<file path="src/rtl/pwm_ramp_sequencer.sv">
// Slew-rate-limited duty/direction sequencer feeding the 10-step PWM generator.
// Ramps duty one step per STEP_DIV cycles; reversals brake to zero and hold a dead-time.
module pwm_ramp_sequencer #(
   parameter int unsigned DUTY_W   = 4,
   parameter int unsigned MAX_DUTY = 10,
   parameter int unsigned STEP_DIV = 2500000,
   parameter int unsigned DEADTIME = 1000000
) (
   input  logic              clk,
   input  logic              rst,
   input  logic              cmd_valid,
   output logic              cmd_ready,
   input  logic [DUTY_W-1:0] cmd_duty,
   input  logic              cmd_dir,
   input  logic              estop,
   output logic [DUTY_W-1:0] duty,
   output logic              dir,
   output logic              busy,
   output logic              at_target
);

   localparam int unsigned STEP_W = (STEP_DIV > 2) ? $clog2(STEP_DIV) : 1;
   localparam int unsigned DEAD_W = (DEADTIME > 1) ? $clog2(DEADTIME) : 1;
   localparam logic [STEP_W-1:0] STEP_LAST = STEP_W'(STEP_DIV - 1);
   localparam logic [DEAD_W-1:0] DEAD_LAST = DEAD_W'(DEADTIME - 1);
   localparam logic [DUTY_W-1:0] DUTY_MAX  = DUTY_W'(MAX_DUTY);

   typedef enum logic [1:0] {StIdle, StRamp, StBrake, StDead} state_e;

   state_e              r_state;
   logic [DUTY_W-1:0]   r_duty;
   logic                r_dir;
   logic [DUTY_W-1:0]   r_tgt;
   logic                r_tgt_dir;
   logic [STEP_W-1:0]   r_step_cnt;
   logic [DEAD_W-1:0]   r_dead_cnt;

   logic                w_accept;
   logic [DUTY_W-1:0]   w_cmd_tgt;
   logic [DUTY_W-1:0]   w_ramp_next;
   logic                w_step_fire;
   logic                w_dead_fire;

   assign cmd_ready   = (r_state == StIdle) && !estop;
   assign w_accept    = cmd_valid && cmd_ready;
   assign w_cmd_tgt   = (cmd_duty > DUTY_MAX) ? DUTY_MAX : cmd_duty;
   assign w_step_fire = (r_step_cnt == STEP_LAST);
   assign w_dead_fire = (r_dead_cnt == DEAD_LAST);
   assign w_ramp_next = (r_duty < r_tgt) ? r_duty + 1'b1 :
                        (r_duty > r_tgt) ? r_duty - 1'b1 : r_duty;

   always_ff @(posedge clk) begin
      if (rst) begin
         r_state    <= StIdle;
         r_duty     <= '0;
         r_dir      <= 1'b0;
         r_tgt      <= '0;
         r_tgt_dir  <= 1'b0;
         r_step_cnt <= '0;
         r_dead_cnt <= '0;
      end else if (estop) begin
         // Direction is deliberately kept so the motor driver never sees a glitch.
         r_state <= StIdle;
         r_duty  <= '0;
         r_tgt   <= '0;
      end else begin
         unique case (r_state)
            StIdle: begin
               if (w_accept) begin
                  r_tgt      <= w_cmd_tgt;
                  r_tgt_dir  <= cmd_dir;
                  r_step_cnt <= '0;
                  r_dead_cnt <= '0;
                  if (cmd_dir == r_dir) begin
                     if (w_cmd_tgt != r_duty) r_state <= StRamp;
                  end else if (r_duty != '0) begin
                     r_state <= StBrake;
                  end else begin
                     r_state <= StDead;
                  end
               end
            end
            StRamp: begin
               r_step_cnt <= w_step_fire ? '0 : r_step_cnt + 1'b1;
               if (w_step_fire) begin
                  r_duty <= w_ramp_next;
                  if (w_ramp_next == r_tgt) r_state <= StIdle;
               end
            end
            StBrake: begin
               r_step_cnt <= w_step_fire ? '0 : r_step_cnt + 1'b1;
               if (w_step_fire) begin
                  r_duty <= (r_duty != '0) ? r_duty - 1'b1 : '0;
                  if (r_duty <= DUTY_W'(1)) begin
                     r_state    <= StDead;
                     r_dead_cnt <= '0;
                  end
               end
            end
            StDead: begin
               r_dead_cnt <= r_dead_cnt + 1'b1;
               if (w_dead_fire) begin
                  r_dir      <= r_tgt_dir;
                  r_step_cnt <= '0;
                  r_state    <= (r_tgt == '0) ? StIdle : StRamp;
               end
            end
            default: r_state <= StIdle;
         endcase
      end
   end

   assign duty      = r_duty;
   assign dir       = r_dir;
   assign busy      = (r_state != StIdle);
   assign at_target = (r_duty == r_tgt) && (r_dir == r_tgt_dir);

endmodule

</file>
<file path="config.mk">
export PLATFORM = sky130hd
export DESIGN_NAME = pwm_ramp_sequencer
export DESIGN_NICKNAME = d
export VERILOG_FILES = /design/src/rtl/pwm_ramp_sequencer.sv
export SDC_FILE = /design/constraint.sdc
export NUM_CORES = 1
export LEC_CHECK = 0
export BUFFER_PORTS_ARGS = -buffer_cell sky130_fd_sc_hd__buf_2
export CORE_ASPECT_RATIO = 1.75
export CORE_MARGIN = 3
export CORE_UTILIZATION = 60
export CTS_BUF_LIST = sky130_fd_sc_hd__clkbuf_8
export CTS_CLUSTER_DIAMETER = 200
export DETAILED_ROUTE_END_ITERATION = 10
export PLACE_DENSITY = 0.78
export SYNTH_ARGS = -nofsm -noshare
export SYNTH_HDL_FRONTEND = slang
export SYNTH_SLANG_ARGS = --single-unit
</file>
<file path="constraint.sdc">
create_clock -name clk -period 3.7 [get_ports clk]
set_input_delay 0.185 -clock clk [delete_from_list [all_inputs] [get_ports clk]]
set_output_delay 0.185 -clock clk [all_outputs]
set_load 0.1 [all_outputs]
</file>
==> flow_results.org <==
** Clocking
- After clock tree synthesis, the clock-pin slew on the worst setup and hold paths is ~0.1 ns.
- Worst-skew pair later-pin latency :: 0.31 ns
- Setup fix buffers added after clock tree synthesis :: 0
- In this run the deepest clock path goes through 2 buffers.
- Number of clock buffers inserted by TritonCTS :: 5
- Clock H-tree levels :: 2
- Clock sinks :: 54
- CTS placed an instance of sky130_fd_sc_hd__clkbuf_8 at the clock tree root.
- Number of gates given a new drive strength after cts :: 0
- TritonCTS built the clock tree.
- Hold repair after CTS inserted 0 buffers.

** Placed design
- Worst slack at placement :: 0.875 ns
- Count of input and output buffers :: 16
- Total cell area at the placement stage :: 0.00332 mm2
- After detailed placement, the design holds a cell count of 458.
- GP Congestion :: 0.880
- Detailed placement ended at an HPWL of 5.49 mm.

** Floorplan
- Die width :: 61.7 um
- Die Height :: roughly 100 um
- In this run the core area contains 34 standard-cell rows.
- Core region area :: a little over 0.005 mm2
- The floorplan step defined a die boundary enclosing 0.00638 mm2.
- For this design the top-level I/O count stands at 17.
- Starting Density :: a little under two thirds

** Synthesis
- Number of different library cells in the post-synthesis netlist :: 56
- The biggest area contributor in the post-synthesis netlist is sky130_fd_sc_hd__dfxtp_1.
- In the synthesized netlist the async set-or-reset flop fraction comes to 0%.
- Sequential cell area fraction in the yosys report :: around 33%
- Average size of a mapped cell :: 8.10 um2
- By count the netlist is led by sky130_fd_sc_hd__nor2_1, sky130_fd_sc_hd__dfxtp_1, sky130_fd_sc_hd__nand2_1, sky130_fd_sc_hd__xor2_1, sky130_fd_sc_hd__xnor2_1.
- Number of enable-type register cells in the synthesized netlist :: 0
- After synthesis the cells add up to 0.00325 mm2.
- Post-Syn Nets :: 425
- The most common cell in the synthesized netlist is sky130_fd_sc_hd__nor2_1.
- Number of flip-flops and latches in the synthesized netlist :: 54
- Among all flip-flop cells after synthesis, the most frequent one is sky130_fd_sc_hd__dfxtp_1.
- Number of cells produced by synthesis :: 402
- Summed over its instances, the top area cell type makes up approximately 33% of the synthesized netlist area.
- The Yosys step of the flow raised 0 warnings.
- After synthesis, the cell types taking the most area are sky130_fd_sc_hd__dfxtp_1, sky130_fd_sc_hd__nor2_1, sky130_fd_sc_hd__xor2_1, sky130_fd_sc_hd__xnor2_1, sky130_fd_sc_hd__ha_1.

** Global route
- Global-route wire length before repair :: 12.1 mm
- Congestion Overflow GR :: 0
- Total routing usage reported by global routing :: between 20 and 25%
- Via count of the first global-routing pass :: 2,739
- Initial antenna violation count :: 0
- Maximum number of pins on one net before global-route repair :: 21

** Timing
- Fin. Hold Viols :: 0
- Setup total negative slack :: 0 ns
- Setup violations remaining at the end of the flow were counted as 0.
- At the pin with the least slew margin, the transition time is 0.674 ns.
- Post-layout minimum cycle time :: 2.85 ns
- Based on the critical path, the design can be clocked at up to 351 MHz.
- For the final database, setup skew stands at 0.0105 ns.
- Final Max Tran Viols :: 0
- Setup repair after global routing missed its margin :: false
- In this run the tightest slew margin relative to its limit is a little under three fifths.
- Ratio of final minimum period to clock period :: 76.9%
- Once routing completed, OpenROAD measured the worst setup slack at 0.853 ns.

** Status
- The flow ran to the end, and the final reports show no timing, DRC or antenna violations.

** Final layout
- Layout Area Growth over Synthesis :: 4.84%
- Finished Core Util :: 66.8%
- Antenna Diode Count :: 0
- Sequential cell area :: approximately 0.0011 mm2
- Fin nets :: 434
- Non-filler instance count after layout :: about 470
- Post-layout instance area :: 0.00341 mm2
- Combined area of the multi-input logic cells :: 0.00203 mm2
- Fill cell instance count of the final layout :: 432
- Of the cells placed in the final design, the portion with a size suffix greater than 1 is 7.77%.

** Worst setup path
- Kind of end point of the critical path :: register
- Data on the critical path is required at its endpoint by 3.87 ns.
- Cell class contributing the biggest share of worst-path delay :: simple AND/OR/NAND/NOR gates
- Number of buffers and inverters on the critical path :: 0
- Critical path peak fanout :: 20
- Stage delay of the slowest cell on the critical path :: between 0.5 and 0.6 ns
- Cell at the slowest stage of the critical path :: sky130_fd_sc_hd__a21o_1
- The worst setup path is of the register to register kind.
- Data arrives at the worst endpoint at just over 3 ns.
- Startpoint Class :: register
- Walking the worst path, the cells encountered are ha_1 > nand4_2 > or4b_1 > or2_4 > a21oi_4 > a21o_1 > nor2_1.

** Pwr
- Standby leakage power :: 1.30 nW
- Power density over the cells :: 323 mW/mm2
- Maximum resistive drop on vdd :: 221 uV

** Route
- Total detailed-routing wirelength :: roughly 7.3 mm
- After detailed routing, no signal wire sits above met4.
- Once detail routing completed, the nets flagged for antenna violations numbered 0.
- The detailed router finished its first iteration with 184 violations.
- The detailed router placed 2,835 vias in this run.
- Final routed wire length divided by cell count :: 15.6 um
- Sum of routed wire segments on met1 :: 2.90 mm
- WL met2 :: about 3.9 mm
- First-pass DRT Iterations :: 4
- Using the TritonRoute via totals, the vias-per-cell ratio works out to 6.08.
- After detailed routing, the met3 layer carries 215 um of wire.
- DRC errors left :: 0

** Min path
- The tightest min-delay check is of the input port to register type.

** Run
- The tool flagged a number of max-cap violations equal to 0.
## cell usage in the layout (no fill, tap or decap), types with 2 or more instances in the layout
cell                       instances
sky130_fd_sc_hd__nor2_1           66
sky130_fd_sc_hd__and4_1            5
sky130_fd_sc_hd__inv_1            17
sky130_fd_sc_hd__nand4b_1          3
sky130_fd_sc_hd__nand2b_1          3
sky130_fd_sc_hd__nor4b_1           2
sky130_fd_sc_hd__nand2_1          31
sky130_fd_sc_hd__clkbuf_8          6
sky130_fd_sc_hd__or3_1             5
sky130_fd_sc_hd__o21ai_0          14
sky130_fd_sc_hd__o31ai_1           3
sky130_fd_sc_hd__xor2_1           26
sky130_fd_sc_hd__mux2i_1           9
sky130_fd_sc_hd__a21o_1            4
sky130_fd_sc_hd__dfxtp_1          54
sky130_fd_sc_hd__ha_1             14
sky130_fd_sc_hd__nor3_1           13
sky130_fd_sc_hd__nor3b_1           4
sky130_fd_sc_hd__or4_1             6
sky130_fd_sc_hd__and2_1            2
sky130_fd_sc_hd__nand3_1          15
sky130_fd_sc_hd__nor2b_1           2
sky130_fd_sc_hd__nand3b_1          3
sky130_fd_sc_hd__nand4_1          15
sky130_fd_sc_hd__xnor2_1          21
sky130_fd_sc_hd__buf_2            16
sky130_fd_sc_hd__and3_1            7
sky130_fd_sc_hd__a21oi_1          19
## worst reg2reg max path, stage by stage, from the launching register on
cell and delay (ns):
sky130_fd_sc_hd__dfxtp_1 0.40, sky130_fd_sc_hd__ha_1 0.22, sky130_fd_sc_hd__nand4_2 0.14, sky130_fd_sc_hd__or4b_1 0.58
sky130_fd_sc_hd__or2_4 0.30, sky130_fd_sc_hd__a21oi_4 0.37, sky130_fd_sc_hd__a21o_1 0.58, sky130_fd_sc_hd__nor2_1 0.12
## final timing paths
kind / depth (start not counted) / slack, ns / startpoint / endpoint
worst max register to register: 7 / 0.85 / r_step_cnt[0] / r_dead_cnt[11]
worst min register to register: 2 / 0.51 / r_step_cnt[14] / r_step_cnt[14]
worst min-delay path: 3 / 0.15 / cmd_dir / r_tgt_dir
worst max-delay path: 7 / 0.85 / r_step_cnt[0] / r_dead_cnt[11]
## final cells by class
type | count | area share (%)
sequential | 54 | 31.7
timing repair buffer | 16 | 2.35
multi-input combinational | 318 | 59.6
clock buffer | 6 | 2.42
clock inverter | 2 | 0.257
inverter | 16 | 1.76
tap | 54 | 1.98
## stage by stage
step | hold slack (ns) | total power [W]
floorplan | 0.329 | 0.000745
global placement | 0.480 | 0.000774
detailed placement | 0.477 | 0.000776
CTS | 0.150 | 0.00111
global route | 0.177 | 0.00115
finish | 0.154 | 0.00110
## cell families after synthesis
family          count (synthesis)  share of synthesized area, %
xor+xnor                       47                          12.6
compound gates                 56                          11.1
mux                             9                          2.77
buf+inv                        30                          4.42
simple gates                  192                          30.5
fa+ha+maj                      14                          5.38
flops                          54                          33.2
## per-layer routing
layer  GRT usage (%)  vias up
li1                -     1420
met1            27.3     1340
met2            44.7       54
met3            3.85       21
met4            10.6        0
met5               0        -
## state kept, by name, summed over array words and instances (netlist names)
name        count
dir             1
r_dead_cnt     20
r_tgt_dir       1
r_state         2
r_step_cnt     22
duty            4
r_tgt           4
## power breakdown
group / total (W) / internal (W) / switching, W / leakage (nW)
logic: 0.000169 / 0.0000513 / 0.000118 / 0.807
clock network: 0.000338 / 0.000149 / 0.000189 / 0.0524
registers: 0.000595 / 0.000587 / 0.00000740 / 0.435
total: 0.00110 / 0.000787 / 0.000314 / 1.30
Power figures use the tool's default switching activity.
